==> src/rtl/usb_pkg.sv <==
// Shared line encodings, state type and NRZI helper for the USB transmit path.
package usb_pkg;

    localparam logic [7:0] SYNC_BYTE = 8'h80;

    // Line symbols packed as {d_plus, d_minus}
    localparam logic [1:0] LINE_J   = 2'b10;
    localparam logic [1:0] LINE_K   = 2'b01;
    localparam logic [1:0] LINE_SE0 = 2'b00;

    typedef enum logic [2:0] {
        IDLE,
        SYNC,
        DATA,
        STUFF,
        EOP_SE0,
        EOP_J
    } tx_state_t;

    // NRZI: a 1 holds the current level, a 0 toggles J<->K
    function automatic logic [1:0] nrzi(input logic [1:0] level, input logic bit_v);
        return bit_v ? level : ((level == LINE_J) ? LINE_K : LINE_J);
    endfunction

endpackage

==> src/rtl/usb_tx_bit_timer.sv <==
// Modulo-CLKS_PER_BIT bit-period counter with boundary and one-early strobes.
module usb_tx_bit_timer #(
    parameter int unsigned CLKS_PER_BIT = 8
) (
    input  logic clk,
    input  logic rst,
    input  logic en,
    input  logic clr,
    output logic boundary_c,
    output logic pre_boundary_c
);

    localparam int unsigned CNT_W = $clog2(CLKS_PER_BIT);

    logic [CNT_W-1:0] cnt_q;
    logic [CNT_W-1:0] cnt_d;

    assign boundary_c     = en && (cnt_q == CNT_W'(CLKS_PER_BIT - 1));
    assign pre_boundary_c = en && (cnt_q == CNT_W'(CLKS_PER_BIT - 2));

    always_comb begin
        cnt_d = cnt_q;
        if (clr) begin
            cnt_d = '0;
        end else if (en) begin
            cnt_d = boundary_c ? '0 : cnt_q + CNT_W'(1);
        end
    end

    always_ff @(posedge clk or posedge rst) begin
        if (rst) begin
            cnt_q <= '0;
        end else begin
            cnt_q <= cnt_d;
        end
    end

endmodule

==> src/rtl/usb_tx_encoder.sv <==
// Full-speed USB transmitter: SYNC, bit stuffing, NRZI line drive and EOP.
module usb_tx_encoder
    import usb_pkg::*;
#(
    parameter int unsigned CLKS_PER_BIT = 8,
    parameter int unsigned STUFF_LIMIT  = 6
) (
    input  logic       clk,
    input  logic       rst,
    input  logic       tx_start,
    input  logic [7:0] tx_data,
    input  logic       tx_data_valid,
    input  logic       tx_data_last,
    output logic       tx_data_ready,
    output logic       d_plus_out,
    output logic       d_minus_out,
    output logic       tx_busy,
    output logic       tx_done,
    output logic       tx_underrun
);

    localparam int unsigned STUFF_W = $clog2(STUFF_LIMIT + 1);

    tx_state_t          state_q,     state_d;
    logic [7:0]         shift_q,     shift_d;
    logic [2:0]         bit_cnt_q,   bit_cnt_d;
    logic [STUFF_W-1:0] stuff_cnt_q, stuff_cnt_d;
    logic               last_q,      last_d;
    logic               byte_end_q,  byte_end_d;
    logic [1:0]         line_q,      line_d;
    logic               busy_q,      busy_d;
    logic               ready_q,     ready_d;
    logic               done_q,      done_d;
    logic               underrun_q,  underrun_d;

    logic               boundary_c;
    logic               pre_boundary_c;
    logic [STUFF_W-1:0] stuff_inc_c;
    logic               stuff_hit_c;
    logic               byte_end_now_c;

    usb_tx_bit_timer #(
        .CLKS_PER_BIT(CLKS_PER_BIT)
    ) u_bit_timer (
        .clk           (clk),
        .rst           (rst),
        .en            (state_q != IDLE),
        .clr           (state_q == IDLE),
        .boundary_c    (boundary_c),
        .pre_boundary_c(pre_boundary_c)
    );

    // Stuff decision for the bit currently on the line; constant over its period
    assign stuff_inc_c    = shift_q[0] ? stuff_cnt_q + STUFF_W'(1) : '0;
    assign stuff_hit_c    = (state_q == DATA) && (stuff_inc_c == STUFF_W'(STUFF_LIMIT));
    assign byte_end_now_c = (((state_q == SYNC) || (state_q == DATA)) &&
                             (bit_cnt_q == 3'd7) && !stuff_hit_c) ||
                            ((state_q == STUFF) && byte_end_q);

    always_comb begin
        state_d     = state_q;
        shift_d     = shift_q;
        bit_cnt_d   = bit_cnt_q;
        stuff_cnt_d = stuff_cnt_q;
        last_d      = last_q;
        byte_end_d  = byte_end_q;
        line_d      = line_q;
        ready_d     = 1'b0;
        done_d      = 1'b0;
        underrun_d  = 1'b0;

        // Ready is registered, so it is raised one cycle ahead of the fetch boundary
        ready_d = pre_boundary_c && byte_end_now_c && !last_q;
        done_d  = pre_boundary_c && (state_q == EOP_J);

        case (state_q)
            IDLE: begin
                line_d = LINE_J;
                if (tx_start) begin
                    state_d     = SYNC;
                    shift_d     = SYNC_BYTE;
                    bit_cnt_d   = 3'd0;
                    stuff_cnt_d = '0;
                    last_d      = 1'b0;
                    byte_end_d  = 1'b0;
                    line_d      = nrzi(LINE_J, SYNC_BYTE[0]);
                end
            end
            SYNC, DATA: begin
                if (boundary_c) begin
                    stuff_cnt_d = stuff_inc_c;
                    if (stuff_hit_c) begin
                        state_d     = STUFF;
                        stuff_cnt_d = '0;
                        byte_end_d  = (bit_cnt_q == 3'd7);
                        line_d      = nrzi(line_q, 1'b0);
                        if (bit_cnt_q != 3'd7) begin
                            shift_d   = {1'b0, shift_q[7:1]};
                            bit_cnt_d = bit_cnt_q + 3'd1;
                        end
                    end else if (bit_cnt_q != 3'd7) begin
                        shift_d   = {1'b0, shift_q[7:1]};
                        bit_cnt_d = bit_cnt_q + 3'd1;
                        line_d    = nrzi(line_q, shift_q[1]);
                    end
                end
            end
            STUFF: begin
                if (boundary_c && !byte_end_q) begin
                    state_d = DATA;
                    line_d  = nrzi(line_q, shift_q[0]);
                end
            end
            EOP_SE0: begin
                if (boundary_c) begin
                    if (bit_cnt_q == 3'd1) begin
                        state_d = EOP_J;
                        line_d  = LINE_J;
                    end else begin
                        bit_cnt_d = bit_cnt_q + 3'd1;
                    end
                end
            end
            EOP_J: begin
                if (boundary_c) begin
                    state_d = IDLE;
                    line_d  = LINE_J;
                end
            end
            default: begin
                state_d = IDLE;
                line_d  = LINE_J;
            end
        endcase

        // Byte fetch or packet end, shared by SYNC/DATA end and a trailing stuff bit
        if (boundary_c && byte_end_now_c) begin
            byte_end_d = 1'b0;
            bit_cnt_d  = 3'd0;
            if (!last_q && tx_data_valid) begin
                state_d = DATA;
                shift_d = tx_data;
                last_d  = tx_data_last;
                line_d  = nrzi(line_q, tx_data[0]);
            end else begin
                state_d    = EOP_SE0;
                line_d     = LINE_SE0;
                underrun_d = !last_q;
            end
        end

        busy_d = (state_d != IDLE);
    end

    always_ff @(posedge clk or posedge rst) begin
        if (rst) begin
            state_q     <= IDLE;
            shift_q     <= '0;
            bit_cnt_q   <= '0;
            stuff_cnt_q <= '0;
            last_q      <= 1'b0;
            byte_end_q  <= 1'b0;
            line_q      <= LINE_J;
            busy_q      <= 1'b0;
            ready_q     <= 1'b0;
            done_q      <= 1'b0;
            underrun_q  <= 1'b0;
        end else begin
            state_q     <= state_d;
            shift_q     <= shift_d;
            bit_cnt_q   <= bit_cnt_d;
            stuff_cnt_q <= stuff_cnt_d;
            last_q      <= last_d;
            byte_end_q  <= byte_end_d;
            line_q      <= line_d;
            busy_q      <= busy_d;
            ready_q     <= ready_d;
            done_q      <= done_d;
            underrun_q  <= underrun_d;
        end
    end

    assign d_plus_out    = line_q[1];
    assign d_minus_out   = line_q[0];
    assign tx_busy       = busy_q;
    assign tx_data_ready = ready_q;
    assign tx_done       = done_q;
    assign tx_underrun   = underrun_q;

endmodule

==> config.mk <==
export PLATFORM = sky130hd
export DESIGN_NAME = usb_tx_encoder
export DESIGN_NICKNAME = d
export VERILOG_FILES = /design/src/rtl/usb_pkg.sv /design/src/rtl/usb_tx_bit_timer.sv /design/src/rtl/usb_tx_encoder.sv
export SDC_FILE = /design/constraint.sdc
export NUM_CORES = 1
export LEC_CHECK = 0
export ABC_AREA = 1
export CAP_MARGIN = 0
export CORE_MARGIN = 1.5
export CORE_UTILIZATION = 40
export CTS_CLUSTER_DIAMETER = 120
export DETAILED_ROUTE_END_ITERATION = 8
export PLACE_DENSITY = 0.57
export SLEW_MARGIN = 0
export SYNTH_ARGS = -nofsm -noshare
export SYNTH_HDL_FRONTEND = slang
export SYNTH_HIERARCHICAL = 1
export SYNTH_SLANG_ARGS = --single-unit
==> constraint.sdc <==
create_clock -name clk -period 4.6 [get_ports clk]
set_input_delay 0.46 -clock clk [delete_from_list [all_inputs] [get_ports clk]]
set_output_delay 0.46 -clock clk [all_outputs]
set_load 0.02 [all_outputs]
# ---- Word-level counts from Yosys, hierarchy flattened
# Index checks and enable logic that the tools add are counted.
dict set report totals {
  regBits 28
  in_bits 13
  out_inout_bits 6
  wordCells 127
}
dict set report classes {
  n_addsub 3
  eq_ne 27
  mux 56
  n_reduce_logical 29
}
# op n
set ops {}
lappend ops {{two-way mux 3 bit} 21}
lappend ops {{two-way mux 8 bit} 5}
lappend ops {{two-way mux 2 bit} 14}
lappend ops {{inequality test 3 bit, second input constant} 9}
lappend ops {{== test 3 bit, second input constant} 6}
lappend ops {{one-hot mux 8 bit (2 select lines)} 1}
lappend ops {{one-hot mux 3 bit (5 select lines)} 1}
lappend ops {{logical AND 1 bit} 12}
lappend ops {{two-way mux 1 bit} 10}
lappend ops {{one-hot mux 2 bit (5 select lines)} 1}
lappend ops {{adder 3 x 1 -> 3 bit, second input constant} 3}
lappend ops {{one-hot mux 3 bit (3 select lines)} 1}
lappend ops {{AND reduction 9 bit} 1}
lappend ops {{nonzero test 3 bit} 3}
lappend ops {{inequality test 4 bit, second input constant} 2}
lappend ops {{== test 3 x 1 -> 1 bit, second input constant} 2}
lappend ops {{== test 3 x 2 -> 1 bit, second input constant} 2}
lappend ops {{inequality test 3 x 2 -> 1 bit, second input constant} 2}
lappend ops {{one-hot mux 3 bit (2 select lines)} 1}
lappend ops {{AND reduction 6 bit} 1}
lappend ops {{inequality test 2 bit, second input constant} 2}
lappend ops {{AND reduction 4 bit} 1}
lappend ops {{nonzero test 2 bit} 2}
lappend ops {{nonzero test 4 bit} 1}
lappend ops {{other kinds (8)} 11}

# ---- Logic depth before layout (Yosys ltp)
# Gate-level depths: netlist (run 1).
dict set report depth {
  depth_word 10
  ltp_mapped 14
  mapped_depth_nobuf 13
}

# ---- Cells and area by module
# The synthesis (run 1) kept the hierarchy.
# mod instances cells_per_inst area_per_inst_um2 seq_area_each_um2
set modules_own_cells {}
lappend modules_own_cells {usb_tx_encoder 1 223 1620.3 626.9}
lappend modules_own_cells {usb_tx_bit_timer 1 28 198.9 75.1}

# ---- Least setup slack after synthesis (run 1)
# No wires, ideal clock.
dict set report synth_timing {
  kind {reg2reg}
  startpoint {register state_q[1]}
  endpoint {register shift_q[2]}
  setup_time_ns 0.073
  t_arrival_ns 1.876
  required_ns 4.527
  path_slack_ns 2.651
  stages_incl_launch_ff 14
  path_buffers 2
  period_less_slack_ns 1.949
  cell_sequence {dfrtp_1 nor2_2 nand2_2 nand2_1 inv_1 buf_4 inv_1 nor2_2 buf_2 o21ai_0 nand2_1 o21ai_0 inv_1 a21oi_2}
}
dict set report synth_via {
  elab_cells_between_ends 19
  classes_between {3 x eq/ne; 4 x mux; 12 x reduce/logical}
}
# item line_no
set synth_rtl {}
lappend synth_rtl {{from (decl)} usb_tx_encoder.sv:24} ;# tx_state_t state_q, state_d;
lappend synth_rtl {{from (signal assigned)} usb_tx_encoder.sv:169} ;# state_q <= state_d;
lappend synth_rtl {{nonzero test 3 bit *} usb_tx_encoder.sv:47} ;# .en (state_q != IDLE),
lappend synth_rtl {{logical AND 1 bit *} usb_tx_bit_timer.sv:18} ;# assign boundary_c = en && (cnt_q == CNT_W'(CLKS_PER_BIT - 1));
lappend synth_rtl {{via boundary_c} usb_tx_encoder.sv:36} ;# logic boundary_c;
lappend synth_rtl {{two-way mux 8 bit} usb_tx_encoder.sv:90} ;# if (boundary_c) begin
lappend synth_rtl {{one-hot mux 8 bit (2 select lines)} usb_tx_encoder.sv:76} ;# case (state_q)
lappend synth_rtl {{two-way mux 8 bit} usb_tx_encoder.sv:140} ;# if (!last_q && tx_data_valid) begin
lappend synth_rtl {{two-way mux 8 bit *} usb_tx_encoder.sv:137} ;# if (boundary_c && byte_end_now_c) begin
lappend synth_rtl {{via shift_d[2]} usb_tx_encoder.sv:25} ;# logic [7:0] shift_q, shift_d;
lappend synth_rtl {{to (signal assigned)} usb_tx_encoder.sv:170} ;# shift_q <= shift_d;
lappend synth_rtl {{to (decl)} usb_tx_encoder.sv:25}
# The timed path passes the listed nets; every way through them passes the cells marked *.
# A chain may end at the register's enable or synchronous reset.

# ---- Final worst setup path (run 1)
dict set report layout_timing {
  startpoint {register state_q[1]}
  endpoint {register shift_q[1]}
}
# The elaborated chain is that of the path after synthesis.

==> flow_summary_export.csv, run 1 <==
group,metric,value,unit
cells_and_area,drive_gt1_share,13.0,%
drt,initialDrtViolationCount,76,
clocking,cts_sinks,28,
sta,min_period_over_period,51.8,%
synthesis,synth_compound_area_share,12.1,%
pwr,p_per_area,498,nW/um2
cells_and_area,stdcell_area,2090,um2
hold_path,min_path_type,"in2async",
sta,worst_pin_slew,1.00,ns
synthesis,yosysTopAreaCell,"dfrtp_1",
cells_and_area,layout_commonest_cell,"nand2_1",
critical_path,slowest_delay,0.48,ns
global_route,grt_pass1_vias,1426,
drt,finalWirelength,3750,um
place,hpwl,2800,um
critical_path,critPathCaptureType,"register",
drt,viasPerCell,4.82,
critical_path,cp.depth,12,
cells_and_area,finalNetCount,290,
critical_path,critPathBufInv,3,
critical_path,required,4.82,ns
die,coreArea,4350,um2
global_route,grt_max_degree,26,
critical_path,timing.rr.start,"state_q[1]",
place,io_buffers,18,
critical_path,cp-start-kind,"register",
critical_path,r2r_slack,2.22,ns
flow_run,drv_cap,0,
die,die_x,70.4,um
sta,drv_slew,0,
cells_and_area,synthToLayoutAreaGrowth,14.9,%
synthesis,synth_top_cell_area_share,37.1,%
critical_path,startpoint,"state_q[1]",
drt,drtPass1Iterations,4,
critical_path,critPathArrivalTime,2.60,ns
clocking,cts_made_buffers,3,
clocking,cts_setup_buffers,0,
sta,finClkSkew,0.00422,ns
sta,max_freq,420,MHz
sta,rsz0062_at_grt,"no",
cells_and_area,final_cell_mix,"nand2_1, inv_1, nor2_1, dfrtp_1, o21ai_0",
place,place_area,2040,um2
cells_and_area,n_antenna_cell,0,
pwr,cell_internal_pwr,0.587,mW
die,ioPinCount,19,
clocking,clock_latency,0.28,ns
pwr,irDropWorstVdd,174,uV
sta,fin_hold_ws,0.352,ns
sta,fin_setup_tns,0,ns
drt,ant_nets,0,
status,status,"complete, no violations",
sta,relSlewSlack,33.0,%
die,chipHeight,70.4,um
synthesis,synth_area,1820,um2
place,post-place-cells,317,
critical_path,reg2regPathDepth,12,
drt,vias,1546,
synthesis,yosys_warnings,6,
pwr,p_sw_share,43.6,%
synthesis,synth_top_cells_by_area,"dfrtp_1, nand2_1, inv_1",
synthesis,synth.avg_cell_area,7.25,um2
die,start_util,41.8,%
critical_path,slowest_stage,"dfrtp_1",
clocking,clockBufferDepth,2,
cells_and_area,fillers,445,
critical_path,worstPathMaxFanout,15,
clocking,cts-hold-fix-buffers,0,
die,fp.dieArea,4960,um2
critical_path,critical_path.top_delay_family,"simple AND/OR/NAND/NOR gates",
synthesis,synth_mux_area_share,0,%
global_route,grt_overflow,0,
pwr,leakage,1.07,nW
clocking,h-tree-depth,1,
synthesis,ys_types,26,
synthesis,synth_adder_area_share,4.81,%
pwr,p_seq_share,36.1,%
global_route,grt_use_total,17.0,%
sta,final-hold-violation-count,0,
synthesis,syn-num-nets,271,
die,rows,24,
synthesis,netlist_instances,251,
pwr,power.switching,0.454,mW
clocking,path_clk_slew,0.10,ns
pwr,pwr-share-clk,15.3,%
pwr,comb_power_share,48.6,%
place,gp_congestion,0.815,
drt,route.detailed.drc,0,
synthesis,synth-seq-cells,28,
drt,wl_per_cell,11.7,um
cells_and_area,finalNonFillerCells,321,
critical_path,crit_chain,"nor2_2 > nand2_2 > nand2_1 > inv_1 > inv_1 > nor2_2 > nand2_1 > o21ai_0 > nand2_1 > o21ai_0 > inv_1 > a21oi_2",
synthesis,synthSimpleGateAreaFrac,33.0,%
synthesis,synth_xor_area_share,0,%
sta,fin_crit,2.38,ns
clocking,cts_resized,0,
sta,finalSetupViolCount,0,
synthesis,ys_seq_area_share,38.6,%
global_route,antenna_found_initial,0,
clocking,cts_root_buffer,"clkbuf_8",
critical_path,rr_endpoint,"shift_q[1]",
pwr,power.total,1.04,mW
synthesis,synth_top_family_by_area,"simple AND/OR/NAND/NOR gates",
global_route,grt_pass1_wl,6670,um
critical_path,worstSetupPathType,"reg2reg",
clocking,tritoncts,"yes",
==> stage by stage <==
| step | util [%] | setup WS (ns) |
|---|---|---|
| after global routing | 48.0 | 1.93 |
| final | 48.0 | 2.22 |
| after global placement | 46.8 | 2.35 |
| after CTS | 48.0 | 2.23 |
| after detailed placement | 46.8 | 2.25 |
| after floorplan | - | 2.65 |
==> logic make-up after synthesis <==
kind of cell             count (synthesis)
AND/OR/NAND/NOR                        129
buffers and inverters                   52
AO/OA/AOI/OAI                           35
flip-flops                              28
adder cells (fa/ha/maj)                  7
==> registers in the layout (all words and copies together) (netlist names) <==
register / flops
byte_end_q: 1
tx_data_ready: 1
state_q: 3
shift_q: 8
bit_cnt_q: 3
tx_done: 1
tx_underrun: 1
line_q: 2
last_q: 1
tx_busy: 1
u_bit_timer/cnt_q: 3
stuff_cnt_q: 3
==> metal layers <==
layer / share of wire (%) / GRT usage [%] / up-vias
met5: 0 / 0 / -
met4: 1.4 / 5.77 / 0
met3: 2.4 / 2.16 / 5
met2: 45 / 25.1 / 24
met1: 52 / 25.5 / 692
li1: - / - / 825
==> cells in the mapped netlist (all sizes together) <==
library cell and number:
o21ai 20, nand2 68, buf 4, nand3b 1, dfrtp 27, o31ai 2
nand4 5, ha 7, nor3 2, nand3 22, dfstp 1, o211ai 1
inv 48, a21oi 12, nor2 31
==> power groups by stage <==
stage | combinational [mW] | clock, mW | sequential, mW
after detailed placement | 0.505 | 0 | 0.383
after CTS | 0.509 | 0.168 | 0.377
after global routing | 0.589 | 0.177 | 0.387
after floorplan | 0.389 | 0 | 0.382
final | 0.506 | 0.159 | 0.376
after global placement | 0.507 | 0 | 0.382
==> worst reg2reg max path, cell delays in order (launching register included) <==
cell	delay, ns
dfrtp_1	0.48
nor2_2	0.12
nand2_2	0.15
nand2_1	0.11
inv_1	0.31
inv_1	0.21
nor2_2	0.41
nand2_1	0.09
o21ai_0	0.10
nand2_1	0.06
o21ai_0	0.08
inv_1	0.07
a21oi_2	0.12
==> layout make-up <==
| class | count | area, um2 | share of cell area (%) |
|---|---|---|---|
| flip-flops and latches | 28 | 702 | 33.6 |
| multi-input cells | 171 | 908 | 43.4 |
| well taps | 52 | 65.1 | 3.11 |
| repair buffers | 18 | 180 | 8.62 |
| inverters | 48 | 180 | 8.62 |
| clock buffers | 4 | 55.1 | 2.63 |
==> worst max path at each step <==
| stage | slack (ns) | endpoint |
|---|---|---|
| floorplan | 2.65 | shift_q[2] |
| global placement | 2.35 | shift_q[4] |
| detailed placement | 2.25 | shift_q[1] |
| CTS | 2.23 | shift_q[1] |
| global route | 1.93 | line_q[0] |
| finish | 2.22 | shift_q[1] |
Power figures use the tool's default switching activity.
==> run 2: changes to the inputs <==
Settings changed: PLACE_DENSITY 0.57 to 0.59.
Clock period 4.6 ns to 1.9 ns, I/O delays scaled along.
==> run 2 against run 1 <==
  * Die area unchanged
  * Routed wire length grew 8.1%
  * Combinational power grew to 2.8 times the previous value
  * Via count rose by 6.1%
  * Clock power grew 120%
  * First-iteration DRC count rose by 13%
  * Clock skew is 0.0013 ns lower
  * Largest power group unchanged
  * Maximum frequency rose by 34%
  * Non-clock buffer count rose by 13
==> flow_summary_export.csv, run 2 (synthesis gave the netlist of run 1 again) <==
group,metric,value,unit
global_route,grt_use_total,17.3,%
die,die_x,70.4,um
cells_and_area,n_antenna_cell,0,
critical_path,worstPathMaxFanout,9,
sta,relSlewSlack,77.6,%
drt,wl_per_cell,12.1,um
clocking,tritoncts,"yes",
place,place_ws,0.0983,ns
cells_and_area,layout_commonest_cell,"nand2_1",
drt,drtPass1Iterations,4,
cells_and_area,largest_reg_flops,8,
sta,final-hold-violation-count,0,
status,status,"complete, no violations",
global_route,grt_max_degree,26,
cells_and_area,final_cell_mix,"nand2_1, inv_1, dfrtp_1",
pwr,leakage,1.12,nW
sta,fin_hold_ws,0.0885,ns
cells_and_area,synthToLayoutAreaGrowth,23.9,%
cells_and_area,fillers,430,
critical_path,reg2regPathDepth,10,
global_route,grt_pass1_vias,1503,
sta,drv_slew,0,
global_route,met3_usage,2.60,%
critical_path,rr_endpoint,"shift_q[2]",
sta,worst_slack,0.123,ns
global_route,gr-usage-met2,27.4,%
critical_path,startpoint,"bit_cnt_q[0]",
drt,initialDrtViolationCount,86,
global_route,grt_overflow,0,
clocking,clock_latency,0.28,ns
cells_and_area,largest-register,"shift_q",
die,start_util,41.8,%
pwr,power.total,2.68,mW
clocking,h-tree-depth,1,
critical_path,critPathArrivalTime,1.96,ns
sta,worst_pin_slew,0.335,ns
place,gp_congestion,0.920,
global_route,grt_busiest_layer,"met2",
sta,min_period_over_period,93.5,%
cells_and_area,drive_gt1_share,21.6,%
global_route,antenna_found_initial,0,
die,rows,24,
drt,ant_nets,0,
critical_path,worstSetupPathType,"reg2reg",
clocking,clockBufferDepth,2,
critical_path,crit_path_end,"shift_q[2]",
critical_path,critPathCaptureType,"register",
place,hpwl,2930,um
pwr,irDropWorstVdd,651,uV
cells_and_area,finalNetCount,303,
critical_path,r2r_slack,0.12,ns
clocking,cts_made_buffers,3,
clocking,cts_sinks,28,
die,fp.dieArea,4960,um2
sta,fin_crit,1.78,ns
hold_path,min_path_type,"in2async",
sta,fin_setup_tns,0,ns
die,ioPinCount,19,
drt,viasPerCell,4.91,
sta,max_freq,563,MHz
global_route,grt_use_met1,24.0,%
sta,finClkSkew,0.00290,ns
die,chipHeight,70.4,um
critical_path,cp-start-kind,"register",
pwr,p_per_area,1190,nW/um2
global_route,grt_pass1_wl,6800,um
die,coreArea,4350,um2
clocking,cts-hold-fix-buffers,0,
drt,route.detailed.drc,0,
drt,vias,1640,
critical_path,required,2.08,ns
clocking,cts_root_buffer,"clkbuf_8",
sta,finalSetupViolCount,0,
drt,finalWirelength,4060,um
critical_path,timing.rr.start,"bit_cnt_q[0]",
flow_run,drv_cap,0,
place,io_buffers,18,
clocking,path_clk_slew,0.10,ns
run 2: changes by cell type in the layout (fill, tap and decap cells not counted), sizes merged:
cell	change
buf	+13
run 2: metal layers:
layer,routed length (um),share of wire [%],up-vias
met4,44,1.1,0
li1,-,-,850
met1,1960,48,742
met5,0,0,-
met2,1870,46,42
met3,178,4.4,6
run 2: worst min-delay path by stage:
stage | start | end | cells past startpoint
floorplan | rst | u_bit_timer/cnt_q[0] | 1
global placement | rst | u_bit_timer/cnt_q[1] | 2
detailed placement | rst | u_bit_timer/cnt_q[1] | 2
CTS | rst | u_bit_timer/cnt_q[1] | 2
global route | rst | u_bit_timer/cnt_q[1] | 2
finish | rst | u_bit_timer/cnt_q[0] | 2
run 2: what timing repair did:
item                                    4_1_cts  5_1_grt
resized for setup                             0       18
setup buffers                                 0        5
endpoints found under the hold margin         0        0
endpoints found under the setup margin        0       12
run 2: area by class of cell:
type                    count  area [um2]  share of cell area [%]
well taps                  52        65.1                    2.89
inverters                  48         180                    8.00
flip-flops and latches     28         704                    31.3
repair buffers             31         290                    12.9
clock buffers               4        45.0                    2.00
multi-input cells         171         968                    43.0
run 2: stage by stage:
step	util [%]	std cells	instance area [um2]
final	51.8	334	2250
after global routing	51.8	334	2250
after CTS	49.6	329	2160
after detailed placement	48.5	325	2110
after global placement	48.5	325	2110
after floorplan	-	251	1820
run 2: report_power, final:
group          internal (mW)  total (mW)  switching [mW]
clock                  0.151       0.347           0.196
combinational          0.575        1.42           0.840
sequential             0.782       0.915           0.133
total                   1.51        2.68            1.17
run 2: worst max-delay path, cell delays in order (launching register included):
cell and delay, ns:
dfrtp_1 0.39, ha_1 0.16, ha_2 0.21, inv_1 0.08, a21oi_4 0.14, nand2_2 0.10
nand2_4 0.12, nand4_4 0.12, buf_4 0.20, nor2_1 0.12, a21oi_2 0.04
